File: src/rtl/gnn_pkg.sv
// Shared constants and types for the 4-node GNN dense-layer MAC scheduler.
package gnn_pkg;

  localparam int unsigned NUM_NODES = 4;
  localparam int unsigned NUM_IN    = 4;
  localparam int unsigned NUM_HID   = 4;
  localparam int unsigned NUM_OUT   = 2;
  localparam int unsigned DW        = 5;
  localparam int unsigned HID_W     = 12;
  localparam int unsigned ACC_W     = 21;

  typedef enum logic [1:0] {
    StIdle,
    StL1,
    StL2,
    StFin
  } state_e;

  typedef logic signed [DW-1:0]    feat_t;
  typedef logic signed [HID_W-1:0] hid_t;
  typedef logic signed [ACC_W-1:0] acc_t;

endpackage

File: src/rtl/gnn_mac_unit.sv
// Shared signed multiply-accumulate: sum_o is the running total including this cycle's product.
module gnn_mac_unit
  import gnn_pkg::*;
(
  input  logic  clk_i,
  input  logic  rst_ni,
  input  logic  en_i,
  input  logic  first_i,
  input  hid_t  a_i,
  input  feat_t b_i,
  output acc_t  sum_o
);

  acc_t prod;
  acc_t acc_q;

  always_comb begin
    prod  = acc_t'(a_i) * acc_t'(b_i);
    sum_o = (first_i ? acc_t'(0) : acc_q) + prod;
  end

  always_ff @(posedge clk_i or negedge rst_ni) begin
    if (!rst_ni) begin
      acc_q <= '0;
    end else if (en_i) begin
      acc_q <= sum_o;
    end
  end

endmodule

File: src/rtl/gnn_mac_scheduler.sv
// Drives one shared MAC through layer 1 (4->4 per node) and layer 2 (4->2 per node),
// holding hidden activations locally and streaming per-node outputs with sticky ready flags.
module gnn_mac_scheduler
  import gnn_pkg::*;
(
  input  logic                   clk_i,
  input  logic                   rst_ni,
  input  logic                   in_ready_i,
  input  logic                   stall_i,
  output logic [1:0]             feat_node_o,
  output logic [1:0]             feat_idx_o,
  input  logic [DW-1:0]          feat_data_i,
  output logic                   w_layer_o,
  output logic [1:0]             w_row_o,
  output logic [1:0]             w_col_o,
  input  logic [DW-1:0]          w_data_i,
  output logic                   busy_o,
  output logic                   out_valid_o,
  output logic [1:0]             out_node_o,
  output logic                   out_idx_o,
  output logic [ACC_W-1:0]       out_data_o,
  output logic [2*NUM_NODES-1:0] out_ready_o,
  output logic                   done_o
);

  state_e             state_q;
  logic [1:0]         node_q;
  logic [1:0]         outer_q;  // hidden unit j in L1, output k in L2
  logic [1:0]         term_q;   // input i in L1, hidden unit j in L2
  hid_t               hid_q [NUM_NODES][NUM_HID];
  logic               busy_q;
  logic               out_valid_q;
  logic [1:0]         out_node_q;
  logic               out_idx_q;
  acc_t               out_data_q;
  logic [2*NUM_NODES-1:0] out_ready_q;
  logic               done_q;

  logic  in_l1;
  logic  in_l2;
  logic  mac_en;
  logic  last_term;
  hid_t  mac_a;
  feat_t mac_b;
  acc_t  mac_sum;

  always_comb begin
    in_l1     = (state_q == StL1);
    in_l2     = (state_q == StL2);
    mac_en    = (in_l1 || in_l2) && !stall_i;
    last_term = (term_q == 2'd3);
    mac_a     = in_l2 ? hid_q[node_q][term_q] : hid_t'(feat_t'(feat_data_i));
    mac_b     = feat_t'(w_data_i);
  end

  gnn_mac_unit u_mac (
    .clk_i   (clk_i),
    .rst_ni  (rst_ni),
    .en_i    (mac_en),
    .first_i (term_q == 2'd0),
    .a_i     (mac_a),
    .b_i     (mac_b),
    .sum_o   (mac_sum)
  );

  // Address outputs follow the loop counters directly; they only move when sequencing does.
  always_comb begin
    feat_node_o = in_l1 ? node_q : 2'd0;
    feat_idx_o  = in_l1 ? term_q : 2'd0;
    w_layer_o   = in_l2;
    w_row_o     = (in_l1 || in_l2) ? term_q : 2'd0;
    w_col_o     = (in_l1 || in_l2) ? outer_q : 2'd0;
  end

  always_ff @(posedge clk_i or negedge rst_ni) begin
    if (!rst_ni) begin
      state_q     <= StIdle;
      node_q      <= '0;
      outer_q     <= '0;
      term_q      <= '0;
      busy_q      <= 1'b0;
      out_valid_q <= 1'b0;
      out_node_q  <= '0;
      out_idx_q   <= 1'b0;
      out_data_q  <= '0;
      out_ready_q <= '0;
      done_q      <= 1'b0;
      for (int n = 0; n < NUM_NODES; n++) begin
        for (int j = 0; j < NUM_HID; j++) begin
          hid_q[n][j] <= '0;
        end
      end
    end else begin
      out_valid_q <= 1'b0;
      done_q      <= 1'b0;
      if (!stall_i) begin
        unique case (state_q)
          StIdle: begin
            if (in_ready_i) begin
              state_q     <= StL1;
              busy_q      <= 1'b1;
              out_ready_q <= '0;
              node_q      <= '0;
              outer_q     <= '0;
              term_q      <= '0;
            end
          end
          StL1: begin
            term_q <= term_q + 2'd1;
            if (last_term) begin
              hid_q[node_q][outer_q] <= mac_sum[HID_W-1:0];
              outer_q                <= outer_q + 2'd1;
              if (outer_q == 2'd3) begin
                node_q <= node_q + 2'd1;
                if (node_q == 2'd3) begin
                  state_q <= StL2;
                end
              end
            end
          end
          StL2: begin
            term_q <= term_q + 2'd1;
            if (last_term) begin
              out_valid_q                         <= 1'b1;
              out_node_q                          <= node_q;
              out_idx_q                           <= outer_q[0];
              out_data_q                          <= mac_sum;
              out_ready_q[{node_q, outer_q[0]}]   <= 1'b1;
              if (outer_q[0]) begin
                outer_q <= 2'd0;
                node_q  <= node_q + 2'd1;
                if (node_q == 2'd3) begin
                  state_q <= StFin;
                  done_q  <= 1'b1;
                end
              end else begin
                outer_q <= 2'd1;
              end
            end
          end
          StFin: begin
            state_q <= StIdle;
            busy_q  <= 1'b0;
          end
        endcase
      end
    end
  end

  assign busy_o      = busy_q;
  assign out_valid_o = out_valid_q;
  assign out_node_o  = out_node_q;
  assign out_idx_o   = out_idx_q;
  assign out_data_o  = out_data_q;
  assign out_ready_o = out_ready_q;
  assign done_o      = done_q;

endmodule

File: config.mk
export PLATFORM = sky130hd
export DESIGN_NAME = gnn_mac_scheduler
export DESIGN_NICKNAME = d
export VERILOG_FILES = /design/src/rtl/gnn_pkg.sv /design/src/rtl/gnn_mac_unit.sv /design/src/rtl/gnn_mac_scheduler.sv
export SDC_FILE = /design/constraint.sdc
export NUM_CORES = 1
export LEC_CHECK = 0
export ABC_AREA = 1
export BUFFER_PORTS_ARGS = -buffer_cell sky130_fd_sc_hd__buf_2
export CAP_MARGIN = 20
export CELL_PAD_IN_SITES_DETAIL_PLACEMENT = 0
export CELL_PAD_IN_SITES_GLOBAL_PLACEMENT = 1
export CORE_UTILIZATION = 43
export DETAILED_ROUTE_END_ITERATION = 8
export PLACE_DENSITY = 0.85
export SETUP_SLACK_MARGIN = 0.2
export SYNTH_ARGS = -nofsm -noshare
export SYNTH_HDL_FRONTEND = slang
export SYNTH_SLANG_ARGS = --single-unit
export TNS_END_PERCENT = 5
File: constraint.sdc
create_clock -name clk_i -period 5.6 [get_ports clk_i]
set_clock_uncertainty 0.1 [all_clocks]
set_input_delay 0.84 -clock clk_i [delete_from_list [all_inputs] [get_ports clk_i]]
set_output_delay 0.84 -clock clk_i [all_outputs]
set_load 0.05 [all_outputs]
# Word level (Yosys, flattened, before mapping)
# Cells that the tools add are included.
[classes]
reduce_logical = 21
eq_ne = 13
n_addsub = 4
multipliers = 1
mux = 51
n_bitwise = 5
magnitude_cmp = 7
[ops]
columns = ["cell", "count"]
rows = [
  ["$bwmux 192", 1],
  ["$mux 48", 3],
  ["$bmux 48 s2", 1],
  ["$demux 48 s2", 1],
  ["$mux 12", 4],
  ["$mux 2", 18],
  ["$bmux 12 s2", 1],
  ["$demux 12 s2", 1],
  ["$add 21x21->21", 1],
  ["$mux 21", 1],
  ["$mul 12x5->17", 1],
  ["$mux 8", 2],
  ["$pmux 8 s2", 1],
  ["$pmux 2 s3", 2],
  ["$reduce_and 3->1", 4],
  ["$mux 1", 11],
  ["$eq 2x2->1 const B", 5],
  ["$ne 2x1->1 const B", 5],
  ["$ge 3x3->1 const B", 3],
  ["$not 2->3", 3],
  ["$or 8x8->8", 1],
  ["$pmux 2 s4", 1],
  ["$reduce_and 8->1", 1],
  ["$reduce_and 7->1", 1],
  ["19 further kinds", 29],
]
[word_totals]
regBits = 256
wordCells = 130
in_bits = 14

# Depth between registers and ports, before layout
[logic_depth]
ltp_word = 11
ltp_mapped = 40
mapped_depth_nobuf = 38

# By module
# Synthesis repeated with hierarchy kept, for this count alone.
[unflattened]
cells_unflattened = 1962
hier_area_um2 = 15437.3
[by_module_without_submodules]
columns = ["mod", "cells_each", "area_each_um2", "n_inst"]
rows = [
  ["gnn_mac_scheduler", 1414, 11309.6, 1],
  ["gnn_mac_unit", 548, 4127.7, 1],
]

# Worst setup path after synthesis
# No wires, ideal clock.
[synth_timing]
path_type = "register -> register"
from = "register state_q[0]"
to = "register out_data_q[20], in the netlist out_data_o[20]"
path_stages_with_launch = 34
path_slack_ns = -0.802
t_required_ns = 5.382
period_less_slack_ns = 6.402
arrival_ns = 6.184
setup_ns = 0.118
cell_sequence = "dfrtp_1 -> inv_1 -> ha_1 -> clkbuf_1 -> clkbuf_1 -> nand3_1 -> o21ai_0 -> nand2_1 -> fa_1 -> fa_1 -> fa_1 -> inv_1 -> fa_1 -> nand3_1 -> nand2_1 -> a21oi_1 -> inv_1 -> a21oi_1 -> o21bai_1 -> nand2_1 -> nand2_1 -> a21oi_1 -> xnor2_1 -> ha_1 -> a21oi_1 -> o21ai_0 -> a21oi_1 -> nand2_1 -> nand3_2 -> nand2_1 -> nand2_1 -> nand3_1 -> nand3_1 -> nand2_1"
[synth_via]
elab_chain_len = 4
[synth_lines]
columns = ["element", "line", "rtl"]
rows = [
  ["start: declaration", "gnn_mac_scheduler.sv:26", "state_e state_q;"],
  ["start signal: assignment", "gnn_mac_scheduler.sv:77", "state_q <= StIdle;"],
  ["start signal: assignment", "gnn_mac_scheduler.sv:100", "state_q <= StL1;"],
  ["start signal: assignment", "gnn_mac_scheduler.sv:116", "state_q <= StL2;"],
  ["$eq 2x2->1 *", "gnn_mac_scheduler.sv:49", "in_l2 = (state_q == StL2);"],
  ["named net w_layer_o", "gnn_mac_scheduler.sv:13", "output logic w_layer_o,"],
  ["$mux 12", "gnn_mac_scheduler.sv:52", "mac_a = in_l2 ? hid_q[node_q][term_q] : hid_t'(feat_t'(feat_data_i));"],
  ["$mul 12x5->17", "gnn_mac_unit.sv:18", "prod = acc_t'(a_i) * acc_t'(b_i);"],
  ["$add 21x21->21", "gnn_mac_unit.sv:19", "sum_o = (first_i ? acc_t'(0) : acc_q) + prod;"],
  ["end signal: assignment", "gnn_mac_scheduler.sv:127", "out_data_q <= mac_sum;"],
  ["end: declaration", "gnn_mac_scheduler.sv:35", "acc_t out_data_q;"],
]
# The timed path passes the listed nets; every way through them passes the cells marked *.
# A chain may end at the register's enable or synchronous reset.

# Final worst setup path
[layout_timing]
from = "register node_q[0]"
to = "register out_data_q[20], in the netlist out_data_o[20]"
[layout_via]
elab_chain_len = 10
[layout_lines]
columns = ["element", "line", "rtl"]
rows = [
  ["start: declaration", "gnn_mac_scheduler.sv:27", "logic [1:0] node_q;"],
  ["start signal: assignment", "gnn_mac_scheduler.sv:114", "node_q <= node_q + 2'd1;"],
  ["start signal: assignment", "gnn_mac_scheduler.sv:131", "node_q <= node_q + 2'd1;"],
  ["$not 2->3 (implied by the code)", "gnn_mac_scheduler.sv:52", ""],
  ["$bmux 48 s2", "gnn_mac_scheduler.sv:52", ""],
  ["$mux 48 (implied by the code) (2 in a row)", "gnn_mac_scheduler.sv:52", ""],
  ["$bmux 12 s2", "gnn_mac_scheduler.sv:52", ""],
  ["$mux 12 (implied by the code) (2 in a row)", "gnn_mac_scheduler.sv:52", ""],
  ["$mux 12", "gnn_mac_scheduler.sv:52", ""],
  ["$mul 12x5->17", "gnn_mac_unit.sv:18", ""],
  ["$add 21x21->21", "gnn_mac_unit.sv:19", ""],
]
# Every way passes these cells. The select of a mux whose other input is x is not followed.

==> run_results.csv <==
group,metric,value,unit
run_status,status,"finished with violations",
run_status,failed_checks,"negative setup slack",
sta,whs,0.345,ns
sta,grt_setup_unrepaired,"true",
synth,synth_compound_area_frac,0.164,
grt,track_usage,0.248,
sta,finalSetupViolations,105,
synth,synthesis.area,0.0149,mm^2
placed_design,hpwl,28700,um
setup_path,slowest_stage,"fa_1",
synth,synth_flop_cell,"dfrtp_1",
sta,slew_headroom,0.293,
die,fp.dieW,188,um
synth,synth-seq-area-share,0.431,
setup_path,cp_max_fo,8,
hold_path,hold_path_class,"primary input to async pin",
sta,fin_ws,-0.618,ns
synth,synthTopCellsByArea,"dfrtp_1 (43%), nand2_1 (10%), o21ai_0 (9.7%)",
synth,synth_top_family_by_area,"simple AND/OR/NAND/NOR gates",
placed_design,io_buffers,57,
clock_tree,clk_path_buf_depth,3,
detailed_routing,via_count,13300,
setup_path,crit_arrival,6.60,ns
detailed_routing,initialDrtViolationCount,1030,
synth,avgSynthCellArea,8.17,um^2
synth,ys_seq_elements,256,
sta,worstMarginPinSlew,1.06,ns
placed_design,post-place-cells,2389,
sta,period_share,1.11,
synth,synth_area_leader_cell,"dfrtp_1",
placed_design,pre_cts_ws,-0.700,ns
clock_tree,clkTransAtPathRegs,0.06,ns
die,fp-row-count,67,
synth,synthCells,1820,
cells_and_area,final_core_util,0.568,
cells_and_area,n_antenna_cell,0,
synth,synth-simple-area-share,0.205,
synth,ys_types,50,
clock_tree,h-tree-depth,1,
cells_and_area,fillCellCount,2987,
detailed_routing,vias_per_cell,5.35,
detailed_routing,wl,43800,um
detailed_routing,wl_per_cell,17.6,um
setup_path,required,5.98,ns
setup_path,crit_top_cell,"nand2_1",
sta,hold_viol,0,
clock_tree,clock_sinks,256,
grt,grt-ovfl-total,0,
synth,ys.warnings.count,0,
cells_and_area,drive_gt1_frac,0.267,
sta,final-max-slew-violation-count,0,
clock_tree,hold_buffers,0,
synth,yosys-mux-area-fraction,0,
sta,fin_crit,6.22,ns
grt,grt_pass1_vias,13200,
clock_tree,numCtsBuffers,27,
die,die_h,188,um
synth,yosysMostFrequentCell,"nand2_1",
sta,clock.fmax,161,MHz
synth,ys_async_sr_fraction,1.00,
die,dieArea,0.0353,mm^2
setup_path,worst_setup_path_start_kind,"flip-flop",
clock_tree,clk_latency,0.55,ns
setup_path,slowest_delay,0.55,ns
setup_path,worstSetupPathType,"flip-flop to flip-flop",
grt,antenna_found_initial,0,
detailed_routing,dr.pass1.iters,5,
synth,synthesis.nets,1938,
grt,grt_max_degree,135,
synth,synth_fa_ha_area_frac,0.107,
cells_and_area,syn_to_final_growth,29.1,%
synth,synthXorXnorAreaFrac,0.0173,
placed_design,globalplace.congestion,0.883,
grt,grt_pass1_wl,70500,um
synth,synth-edff-count,0,
setup_path,endpoint_kind,"flip-flop",
die,initial_core_util,0.440,
die,ios,58,
cells_and_area,fin_nets,2133,
clock_tree,tritoncts,"yes",
run,maxCapViolations,0,
clock_tree,ctsRootBufferMaster,"clkbuf_16",
synth,synth_common_cells,"nand2_1 (402), o21ai_0 (288), dfrtp_1 (256), nor2_1 (209), inv_1 (171)",
detailed_routing,ant_nets,0,
die,core_area,0.0338,mm^2
synth,synth_top_area_frac,0.431,
cells_and_area,instances_no_fill,2484,
detailed_routing,route.detailed.drc,0,
[cells in the final DEF, fill, tap and decap left out, types with 11 or more instances in the layout]
master	synthesis	layout
nand2_1	402	366
dfrtp_1	256	254
o21ai_0	288	220
nor2_1	209	179
buf_4	5	160
inv_1	171	150
o21ai_1	24	79
buf_2	15	56
ha_1	65	50
nand2_2	14	47
nand3_1	55	41
fa_1	39	38
o221ai_1	37	32
clkbuf_16	0	31
nand3_2	15	27
nor2_2	1	25
inv_2	4	24
a21oi_2	1	22
buf_12	1	21
buf_6	1	17
ha_4	0	14
a21oi_1	38	12
clkbuf_8	0	11
[metrics by stage]
stage	setup TNS (ns)	instance area, um^2
after detailed placement	-35.65	16900
after CTS	-19.06	18700
after floorplan	-0.0340	15100
after global routing	-47.73	19200
after global placement	-25.85	16900
final	-19.55	19200
[final timing paths]
path	start	endpoint	slack (ns)	depth (start not counted)
min	rst_ni	hid_q[165]	0.34	1
min in group clk_i	u_mac.acc_q[20]	u_mac.acc_q[20]	0.37	2
max in group asynchronous	rst_ni	hid_q[37]	3.87	2
max	node_q[0]	out_data_o[20]	-0.62	40
max reg2reg	node_q[0]	out_data_o[20]	-0.62	40
min reg2reg	u_mac.acc_q[20]	u_mac.acc_q[20]	0.37	2
[area by class of cell]
| class | count | area, um^2 | share of cell area |
|---|---|---|---|
| Timing Repair Buffer | 267 | 2390 | 0.125 |
| Tap cell | 448 | 561 | 0.0292 |
| Inverter | 179 | 679 | 0.0354 |
| Sequential cell | 256 | 6410 | 0.334 |
| Timing Repair inverter | 1 | 6.26 | 0.000326 |
| Multi-Input combinational cell | 1283 | 8180 | 0.426 |
| Clock buffer | 40 | 835 | 0.0435 |
| Clock inverter | 10 | 131 | 0.00684 |
[cell families (layout without fill, tap and decap cells)]
logic type / Yosys count / after routing
buf+inv: 281 / 497
simple gates: 722 / 722
xor+xnor: 26 / 26
flops: 256 / 256
compound gates: 431 / 431
fa+ha+maj: 104 / 104
[critical path: cells and delay by family, from the launching register on]
family / cells / cell delay, ns
simple gates: 14 / 1.17
flops: 1 / 0.48
compound gates: 12 / 1.68
buf+inv: 8 / 0.69
fa+ha+maj: 5 / 1.94
xor+xnor: 1 / 0.07
[registers in the layout, summed over array words and instances (netlist names)]
| register | flops |
|---|---|
| outer_q | 2 |
| hid_q | 192 |
| done_o | 1 |
| state_q | 2 |
| node_q | 2 |
| busy_o | 1 |
| out_data_o | 21 |
| term_q | 2 |
| out_node_o | 2 |
| out_ready_o | 8 |
| u_mac.acc_q | 21 |
| out_idx_o | 1 |
| out_valid_o | 1 |
[per-layer routing]
| metal | global-route usage | wire [um] |
|---|---|---|
| met1 | 0.355 | 20000 |
| met2 | 0.399 | 20200 |
| met3 | 0.0279 | 2490 |
| met4 | 0.0607 | 1120 |
| met5 | 0 | 0 |
[repair_timing]
item | in CTS | in global routing
cloned | 6 | 4
pin swaps | 94 | 70
setup endpoints to repair | 126 | 145
buffers inserted | 28 | 5
gates resized for setup | 148 | 102
Power is left out: the tool's default activity adds up to more than one toggle a clock period on the data nets, which glitch-free logic cannot reach.
